## config.mk

```make
export PLATFORM = sky130hd
export DESIGN_NAME = pixel_rom_arbiter
export DESIGN_NICKNAME = d
export VERILOG_FILES = /design/src/rtl/pixel_rom_pkg.sv /design/src/rtl/rd_tag_pipe.sv /design/src/rtl/pixel_rom_arbiter.sv
export SDC_FILE = /design/constraint.sdc
export NUM_CORES = 1
export LEC_CHECK = 0
export BUFFER_PORTS_ARGS = -buffer_cell sky130_fd_sc_hd__buf_2
export CORE_MARGIN = 4
export CORE_UTILIZATION = 43
export DETAILED_ROUTE_END_ITERATION = 8
export PLACE_DENSITY = 0.74
export SLEW_MARGIN = 0
export SYNTH_ARGS = -nofsm -noshare
export SYNTH_HDL_FRONTEND = slang
export SYNTH_SLANG_ARGS = --single-unit
```

## constraint.sdc

```tcl
create_clock -name clk -period 1.3 [get_ports clk]
set_input_delay 0.065 -clock clk [delete_from_list [all_inputs] [get_ports clk]]
set_output_delay 0.065 -clock clk [all_outputs]
set_load 0.1 [all_outputs]
```

## src/rtl/pixel_rom_pkg.sv

```systemverilog
// rtl/pixel_rom_pkg.sv - shared types and constants for the pixel ROM arbiter
package pixel_rom_pkg;

    localparam int AW_DEF = 17;
    localparam int DW_DEF = 12;

    typedef logic [1:0] tag_t;

    localparam tag_t TAG_NONE = 2'b00;
    localparam tag_t TAG_DISP = 2'b01;
    localparam tag_t TAG_LG   = 2'b10;

    typedef enum logic {
        ST_IDLE = 1'b0,
        ST_WAIT = 1'b1
    } state_t;

endpackage

```

## src/rtl/rd_tag_pipe.sv

```systemverilog
// rtl/rd_tag_pipe.sv - delay line tracking which requester owns each ROM read
module rd_tag_pipe
    import pixel_rom_pkg::*;
#(
    parameter int DEPTH = 3
) (
    input  logic clk,
    input  logic rst,
    input  tag_t tag_in,
    output tag_t tag_out
);

    logic [2*DEPTH-1:0] pipe_q;

    // Shift one tag per cycle; reset discards every in-flight owner.
    always_ff @(posedge clk or negedge rst) begin
        if (!rst) begin
            pipe_q <= '0;
        end else begin
            pipe_q <= {pipe_q[2*DEPTH-3:0], tag_in};
        end
    end

    assign tag_out = pipe_q[2*DEPTH-1 -: 2];

endmodule

```

## src/rtl/pixel_rom_arbiter.sv

```systemverilog
// rtl/pixel_rom_arbiter.sv - display-priority arbiter for the block ROM read port
module pixel_rom_arbiter
    import pixel_rom_pkg::*;
#(
    parameter int AW         = AW_DEF,
    parameter int DW         = DW_DEF,
    parameter int RD_LAT     = 2,
    parameter int STARVE_LIM = 64
) (
    input  logic          clk,
    input  logic          rst,
    input  logic          disp_req,
    input  logic [AW-1:0] disp_addr,
    output logic [DW-1:0] disp_data,
    output logic          disp_valid,
    input  logic          lg_req,
    input  logic [AW-1:0] lg_addr,
    output logic          lg_ack,
    output logic [DW-1:0] lg_data,
    output logic          lg_done,
    output logic [AW-1:0] mem_addr,
    output logic          mem_en,
    input  logic [DW-1:0] mem_dout,
    output logic          starve
);

    localparam int CW = $clog2(STARVE_LIM + 1);

    state_t          state_q, state_d;
    logic            lg_win;
    tag_t            tag_in, tag_out;
    logic [AW-1:0]   mem_addr_q, mem_addr_d;
    logic            mem_en_q, mem_en_d;
    logic            lg_ack_q, lg_ack_d;
    logic [DW-1:0]   disp_data_q, lg_data_q;
    logic            disp_valid_q, lg_done_q, starve_q;
    logic [CW-1:0]   starve_cnt_q, starve_cnt_d;

    // FSM state register.
    always_ff @(posedge clk or negedge rst) begin
        if (!rst) begin
            state_q <= ST_IDLE;
        end else begin
            state_q <= state_d;
        end
    end

    // Next state: a logic grant opens the outstanding read, its returning tag closes it.
    always_comb begin
        state_d = state_q;
        case (state_q)
            ST_IDLE: if (lg_win) state_d = ST_WAIT;
            ST_WAIT: if (tag_out == TAG_LG) state_d = ST_IDLE;
            default: state_d = ST_IDLE;
        endcase
    end

    // Grant decision: display always wins, logic only takes idle slots while no read is outstanding.
    always_comb begin
        lg_win     = !disp_req && (state_q == ST_IDLE) && lg_req;
        tag_in     = TAG_NONE;
        mem_en_d   = 1'b0;
        mem_addr_d = mem_addr_q;
        lg_ack_d   = 1'b0;
        if (disp_req) begin
            tag_in     = TAG_DISP;
            mem_en_d   = 1'b1;
            mem_addr_d = disp_addr;
        end else if (lg_win) begin
            tag_in     = TAG_LG;
            mem_en_d   = 1'b1;
            mem_addr_d = lg_addr;
            lg_ack_d   = 1'b1;
        end
    end

    // Starve count: grows while a pending logic request loses to the display, saturating.
    always_comb begin
        starve_cnt_d = starve_cnt_q;
        if (!lg_req || lg_win) begin
            starve_cnt_d = '0;
        end else if (disp_req && (state_q == ST_IDLE)) begin
            if (starve_cnt_q != CW'(STARVE_LIM)) begin
                starve_cnt_d = starve_cnt_q + CW'(1);
            end
        end
    end

    // Request-side registers: ROM address/enable, acknowledge, starve tracking.
    always_ff @(posedge clk or negedge rst) begin
        if (!rst) begin
            mem_addr_q   <= '0;
            mem_en_q     <= 1'b0;
            lg_ack_q     <= 1'b0;
            starve_cnt_q <= '0;
            starve_q     <= 1'b0;
        end else begin
            mem_addr_q   <= mem_addr_d;
            mem_en_q     <= mem_en_d;
            lg_ack_q     <= lg_ack_d;
            starve_cnt_q <= starve_cnt_d;
            starve_q     <= (starve_cnt_q >= CW'(STARVE_LIM));
        end
    end

    rd_tag_pipe #(
        .DEPTH (RD_LAT + 1)
    ) u_tag_pipe (
        .clk     (clk),
        .rst     (rst),
        .tag_in  (tag_in),
        .tag_out (tag_out)
    );

    // Return path: steer the ROM word to whichever requester owns the tag leaving the pipe.
    always_ff @(posedge clk or negedge rst) begin
        if (!rst) begin
            disp_data_q  <= '0;
            disp_valid_q <= 1'b0;
            lg_data_q    <= '0;
            lg_done_q    <= 1'b0;
        end else begin
            disp_valid_q <= (tag_out == TAG_DISP);
            lg_done_q    <= (tag_out == TAG_LG);
            if (tag_out == TAG_DISP) disp_data_q <= mem_dout;
            if (tag_out == TAG_LG)   lg_data_q   <= mem_dout;
        end
    end

    assign mem_addr   = mem_addr_q;
    assign mem_en     = mem_en_q;
    assign lg_ack     = lg_ack_q;
    assign starve     = starve_q;
    assign disp_data  = disp_data_q;
    assign disp_valid = disp_valid_q;
    assign lg_data    = lg_data_q;
    assign lg_done    = lg_done_q;

endmodule

```

==> summary.txt, run 1 <==
Synthesis
  • Sequential element share of the synthesized area: 0.604
  • Top-count cell post-synth: dfrtp_1
  • Post-synth top cells: dfrtp_1 (59), mux2_2 (24), nand2_1 (24)
  • Async S/R FF share, synth: 1.00
  • Syn nets: ~240
  • Post-Syn Instances: 192
  • Synth warn: 0
  • Mapped Avg Cell Area: 12.7 um2
  • Top cells by area, synth: dfrtp_1 (60%), mux2_2 (11%), mux2i_1 (7.4%), nand2_1 (3.7%), o21ai_0 (2.5%)
  • Mapped Area: approximately 2400 um2
  • Flops & latches, synth: 59
  • Post-synth top flop: dfrtp_1
  • Top cell type's share of synthesized area: 0.604
  • Post-synthesis cell type count: 33
  • Synth area leader: dfrtp_1
  • Post-synth EDFFs: 0

Routing
  • Final wirelength: ~5800 um
  • Via Count: around 2.0k
  • Iter 0 DRT Violations: between 100 and 150
  • DRC viols: 0
  • WL per Instance: between 10 and 15 um
  • Via density: about 4.8
  • TritonRoute pass-1 iters: 4
  • Antenna viol nets, final: 0

Flow run
  • Max_cap viols: 0

Placed design
  • DP Cell Count: 365
  • Dpl ws: -0.0235 ns
  • GP Congestion: around 0.75
  • DP HPWL: between 3000 and 4000 um
  • Port Buf Inserts: 95

STA
  • Setup Viol. Count Final: 5
  • Worst-case clock skew: about 0.0053 ns
  • Final worst-path cycle share: 1.02
  • Minimum clock period: about 1.3 ns
  • Slew at the pin closest to its max-slew limit: approximately 0.51 ns
  • Setup ws final: -0.0262 ns
  • Slew HR: 0.663
  • Final Slew Violations: 0
  • Hold Fails Final Rpt: 0
  • Max Fclk: between 0.7 and 0.8 GHz
  • RSZ-0062 raised after global routing: yes

Critical path
  • CP startpoint kind: flop
  • Critical Path RT: 1.55 ns
  • Setup crit start: state_q$_DFF_PN0_
  • CP max stage delay: between 0.5 and 0.6 ns
  • Worst Setup End Kind: flop
  • WP data arrival: between 1.5 and 2 ns
  • Critical path class: reg -> reg
  • Critical path peak fanout: 5
  • Critical path cell sequence: nand2b_4 -> or4_4 -> a21oi_2
  • Reg2reg start: state_q$_DFF_PN0_
  • R2R cell count: 3
  • Reg2reg end: starve_cnt_q[6]$_DFFE_PN0P_
  • Worst setup path end: starve_cnt_q[6]$_DFFE_PN0P_
  • Reg-to-reg slack, setup: -0.03 ns
  • Slowest CP cell: or4_4

Clock tree
  • Clk root buf: clkbuf_8
  • Clk sinks: 59
  • CTS max path bufs: 2
  • CTS tree: done
  • Skew-Pair Late Insertion Delay: roughly 0.32 ns
  • CTS H-Tree Depth: 3
  • Clk slew on worst S/H paths: roughly 0.070 ns
  • CTS Buf Count: 9

Global route
  • Largest net degree at the start of global routing: 60
  • First-pass GRT wire length: 9570 um
  • GRT overflow: 0
  • Vias in the first global route: a little over 2k
  • Initial antenna violation count: 0
  • Gr usage total: 0.173

Power and ir drop
  • Power per Cell Area: approximately 2200 nW/um2
  • P_leak: about 1.8 nW
  • Overall Power: 8.00 mW
  • Peak VDD IR: around 1.9 mV

Finish
  • Number of non-filler instances in the completed layout: between 400 and 500
  • Final Util: 0.670
  • Layout area overhead: 50.9%
  • Sequential cell area: 1480 um2
  • Fillers: 412
  • Layout cell share with drive strength beyond 1: 0.481
  • Nets: roughly 390
  • Area of the multi-input gates: a little over 900 um2
  • Inserted Diodes: 0

Outcome
  • Status: finished with violations
  • Failing checks: negative setup slack

Floorplan
  • I/O pin count: 96
  • Core ar.: around 5500 um2
  • Cell row count: 27
  • Die H: roughly 83 um
  • Width of the die: around 83 um
  • Initial Util: 0.444
  • Die Area: 6960 um2

Min path
  • Class of the worst hold path: in -> reg
cell families (layout without fill, tap and decap cells):
family / count (synthesis) / in the layout / synth area share
AOI/OAI and AO/OA: 32 / 32 / 0.0763
adders and majority gates: 2 / 2 / 0.0102
buffers and inverters: 14 / 167 / 0.0338
DFF: 59 / 59 / 0.604
muxes: 42 / 42 / 0.184
and+or+nand+nor: 43 / 43 / 0.0916
worst max-delay path: cells and delay by family, from the launching register on:
kind | cells | cell delay [ns]
AND/OR/NAND/NOR | 2 | 0.69
flip-flops | 1 | 0.44
AO/OA/AOI/OAI | 1 | 0.13
power breakdown:
group / leakage (nW) / switching [mW] / internal, mW
clock: 0.103 / 0.682 / 1.07
combinational: 0.944 / 3.05 / 0.785
sequential: 0.720 / 0.200 / 2.21
total: 1.77 / 3.93 / 4.07
timing repair:
| item | in CTS | in global routing |
|---|---|---|
| gates cloned | 1 | 0 |
| buffers inserted | 4 | 1 |
| pin swaps | 1 | 4 |
| hold endpoints to repair | 101 | 1 |
| gates resized for setup | 1 | 12 |
| endpoints found under the setup margin | 16 | 23 |
| hold buffers | 31 | 1 |
through the flow:
stage          TNS (ns)  hold WS (ns)  instance area (um2)
6_report        -0.0367        0.0203                 3690
5_1_grt           -1.29       0.00337                 3690
4_1_cts          -0.165       -0.0446                 3680
3_3_place_gp          0        0.0931                 3110
2_1_floorplan    -0.359        -0.231                 2440
3_5_place_dp     -0.152        0.0933                 3110
registers in the layout, summed over array words and instances, names as in the netlist:
name,cells
disp_valid,1
state_q,1
mem_addr,17
mem_en,1
starve,1
starve_cnt_q,7
disp_data,12
u_tag_pipe.pipe_q,6
lg_data,12
lg_done,1
worst min-delay path by stage:
stage | start | cells after the start | slack, ns | to
after CTS | disp_req | 1 | -0.04 | u_tag_pipe.pipe_q[0]$_DFF_PN0_
after global placement | rst | 2 | 0.09 | lg_data[0]$_DFFE_PN0P_
after detailed placement | rst | 2 | 0.09 | lg_data[0]$_DFFE_PN0P_
after global routing | lg_addr[12] | 3 | 0.003 | mem_addr[12]$_DFFE_PN0P_
final | lg_addr[12] | 3 | 0.02 | mem_addr[12]$_DFFE_PN0P_
after floorplan | rst | 0 | -0.23 | disp_data[0]$_DFFE_PN0P_
layout by cell type, fill, tap and decap left out, types with 2 or more instances in the layout:
cell	n
o21ai_0	11
ha_2	2
dfrtp_1	58
nand2_1	24
mux2_2	24
o21ai_1	8
clkinv_2	2
bufinv_16	2
a21oi_1	2
nand3_1	5
clkbuf_8	9
buf_6	2
mux2i_1	17
o31ai_1	2
clkbuf_1	2
or4_4	2
a211o_1	2
buf_4	16
buf_12	2
inv_1	4
buf_2	95
a21oi_2	2
dlygate4sd3_1	32
final cells by class:
cell class	count	share of cell area
timing repair buffer	147	0.265
tap	72	0.0244
clock buffer	11	0.0356
multi-input combinational	119	0.249
clock inverter	5	0.0210
inverter	4	0.00407
sequential	59	0.401
per-layer routing:
| metal | share of wire | routed length (um) | track usage | vias up |
|---|---|---|---|---|
| met5 | 0 | 0 | 0 | - |
| met4 | 0.013 | 78 | 0.0758 | 0 |
| met3 | 0.066 | 383 | 0.0486 | 7 |
| met2 | 0.51 | 2940 | 0.282 | 76 |
| met1 | 0.41 | 2390 | 0.213 | 926 |
| li1 | - | - | - | 974 |
Power figures use the tool's default switching activity.
==> run 2, diff against run 1 <==
--- a/config.mk
+++ b/config.mk
@@ -7,9 +7,9 @@
 export LEC_CHECK = 0
 export BUFFER_PORTS_ARGS = -buffer_cell sky130_fd_sc_hd__buf_2
 export CORE_MARGIN = 4
-export CORE_UTILIZATION = 43
+export CORE_UTILIZATION = 40
 export DETAILED_ROUTE_END_ITERATION = 8
-export PLACE_DENSITY = 0.74
+export PLACE_DENSITY = 0.69
 export SLEW_MARGIN = 0
 export SYNTH_ARGS = -nofsm -noshare
 export SYNTH_HDL_FRONTEND = slang
==> constraint.sdc (replaced) <==
create_clock -name clk -period 1.2 [get_ports clk]
set_input_delay 0.06 -clock clk [delete_from_list [all_inputs] [get_ports clk]]
set_output_delay 0.06 -clock clk [all_outputs]
set_load 0.1 [all_outputs]
==> summary.txt, run 2 (same netlist as run 1, synthesis figures left out) <==
Outcome
  • Status: finished with violations
  • Failing checks: negative setup slack

Critical path
  • Setup crit start: state_q$_DFF_PN0_
  • Critical Path RT: around 1.4 ns
  • CP startpoint kind: flop
  • Reg2reg start: state_q$_DFF_PN0_
  • WP data arrival: between 1.5 and 2 ns
  • Worst Setup End Kind: flop
  • Critical path peak fanout: 6
  • Critical path class: reg -> reg

Clock tree
  • CTS max path bufs: 2
  • Clk root buf: clkbuf_8
  • Clk slew on worst S/H paths: approximately 0.07 ns
  • CTS tree: done
  • Skew-Pair Late Insertion Delay: ~0.34 ns
  • CTS Buf Count: 9
  • Clk sinks: 59
  • CTS H-Tree Depth: 3

Routing
  • Via density: 4.87
  • Via Count: between 2k and 2.5k
  • TritonRoute pass-1 iters: 4
  • Iter 0 DRT Violations: 82
  • WL per Instance: 15.4 um
  • Antenna viol nets, final: 0
  • Final wirelength: about 6800 um
  • DRC viols: 0

Min path
  • Class of the worst hold path: in -> reg
  • Hold Startpoint: lg_addr[11]

Finish
  • Area of the multi-input gates: 1000 um2
  • Most common cell after layout, fill and taps aside: buf_2
  • Number of non-filler instances in the completed layout: 439
  • Most frequent cells in the layout: buf_2 (65), dlygate4sd3_1 (42), dfrtp_2 (36)
  • Nets: approximately 410
  • Layout area overhead: 70.1%
  • Inserted Diodes: 0
  • Sequential cell area: around 1500 um2
  • Largest register FFs: 17
  • Design area: about 4200 um2
  • Fillers: between 400 and 500
  • Layout cell share with drive strength beyond 1: 0.604

STA
  • Setup TNS Final: -2.95 ns
  • Max Fclk: slightly above 0.7 GHz
  • Min Hold Slack: about 0.012 ns
  • Minimum clock period: between 1 and 1.5 ns
  • Worst-case clock skew: ~0.0077 ns
  • Hold Fails Final Rpt: 0
  • Final Slew Violations: 0
  • Final worst-path cycle share: 1.16
  • Slew HR: 0.672
  • Slew at the pin closest to its max-slew limit: just under 0.5 ns
  • RSZ-0062 raised after global routing: yes
  • Setup ws final: -0.194 ns
  • Setup Viol. Count Final: 24

Placed design
  • DP HPWL: slightly below 4000 um
  • Area post-placement: 3200 um2
  • GP Congestion: between 0.7 and 0.8
  • DP Cell Count: approximately 370
  • Port Buf Inserts: between 90 and 100

Global route
  • Vias in the first global route: ~2.3k
  • Largest net degree at the start of global routing: 60
  • First-pass GRT wire length: about 10000 um
  • Gr usage total: 0.182
  • Met1 Track Usage GR: 0.215
  • Met3 Usage GRT: 0.0608
  • Top Usage Layer GRT: met2
  • GRT overflow: 0
  • GR Util met2: 0.308
  • Initial antenna violation count: 0

Floorplan
  • Core ar.: 5920 um2
  • Die H: roughly 86 um
  • I/O pin count: 96
  • Width of the die: approximately 86 um
  • Die Area: 7430 um2
  • Initial Util: 0.413
  • Cell row count: 28

Power and ir drop
  • Power per Cell Area: 2260 nW/um2
  • Peak VDD IR: ~2.2 mV
  • P_leak: 1.93 nW
  • Overall Power: 9.38 mW

Flow run
  • Max_cap viols: 0
-- run 2: stage by stage --
step,utilization,setup slack (ns)
final,0.702,-0.194
after global routing,0.702,-0.275
after floorplan,-,-0.161
after CTS,0.666,-0.120
after detailed placement,0.541,-0.144
after global placement,0.541,-0.0906
-- run 2: cell type report --
class / instances / share of cell area
flip-flops and latches: 59 / 0.366
repair buffers: 166 / 0.309
multi-input cells: 119 / 0.241
clock buffers: 11 / 0.0340
clock inverters: 5 / 0.0241
well taps: 75 / 0.0226
inverters: 4 / 0.00361
-- run 2: critical path, cell delays in order (launching register included) --
cell and delay [ns]:
dfrtp_2 0.46, nor3b_4 0.20, buf_6 0.15, clkbuf_16 0.15
mux2i_1 0.22, o21ai_1 0.08
-- run 2: power breakdown --
| part | internal, mW | switching [mW] | total (mW) |
|---|---|---|---|
| Combinational | 1.11 | 3.37 | 4.48 |
| Sequential | 2.45 | 0.250 | 2.70 |
| Clock | 1.43 | 0.768 | 2.20 |
| Total | 5.00 | 4.39 | 9.38 |
-- run 2: layer usage --
metal | vias to the layer above | part of all wire
li1 | 1007 | -
met1 | 1034 | 0.40
met2 | 90 | 0.51
met3 | 6 | 0.084
met4 | 0 | 0.0086
met5 | - | 0
-- run 2: final timing paths --
| path | cells past startpoint | slack (ns) | to |
|---|---|---|---|
| worst max-delay path | 5 | -0.19 | mem_addr[16]$_DFFE_PN0P_ |
| worst min-delay path | 3 | 0.01 | mem_addr[11]$_DFFE_PN0P_ |
| worst max register to register | 5 | -0.19 | mem_addr[16]$_DFFE_PN0P_ |
| worst min register to register | 0 | 0.35 | u_tag_pipe.pipe_q[2]$_DFF_PN0_ |
| max in group asynchronous | 3 | 0.67 | mem_addr[16]$_DFFE_PN0P_ |
| min in group asynchronous | 3 | 0.25 | disp_valid$_DFF_PN0_ |
-- run 2: repair_timing --
item / CTS / global route
gates cloned: 0 / 2
buffers inserted: 4 / 3
setup endpoints to repair: 26 / 65
hold buffers: 42 / 0
resized for setup: 22 / 49
pin swaps: 1 / 3
endpoints found under the hold margin: 100 / 0
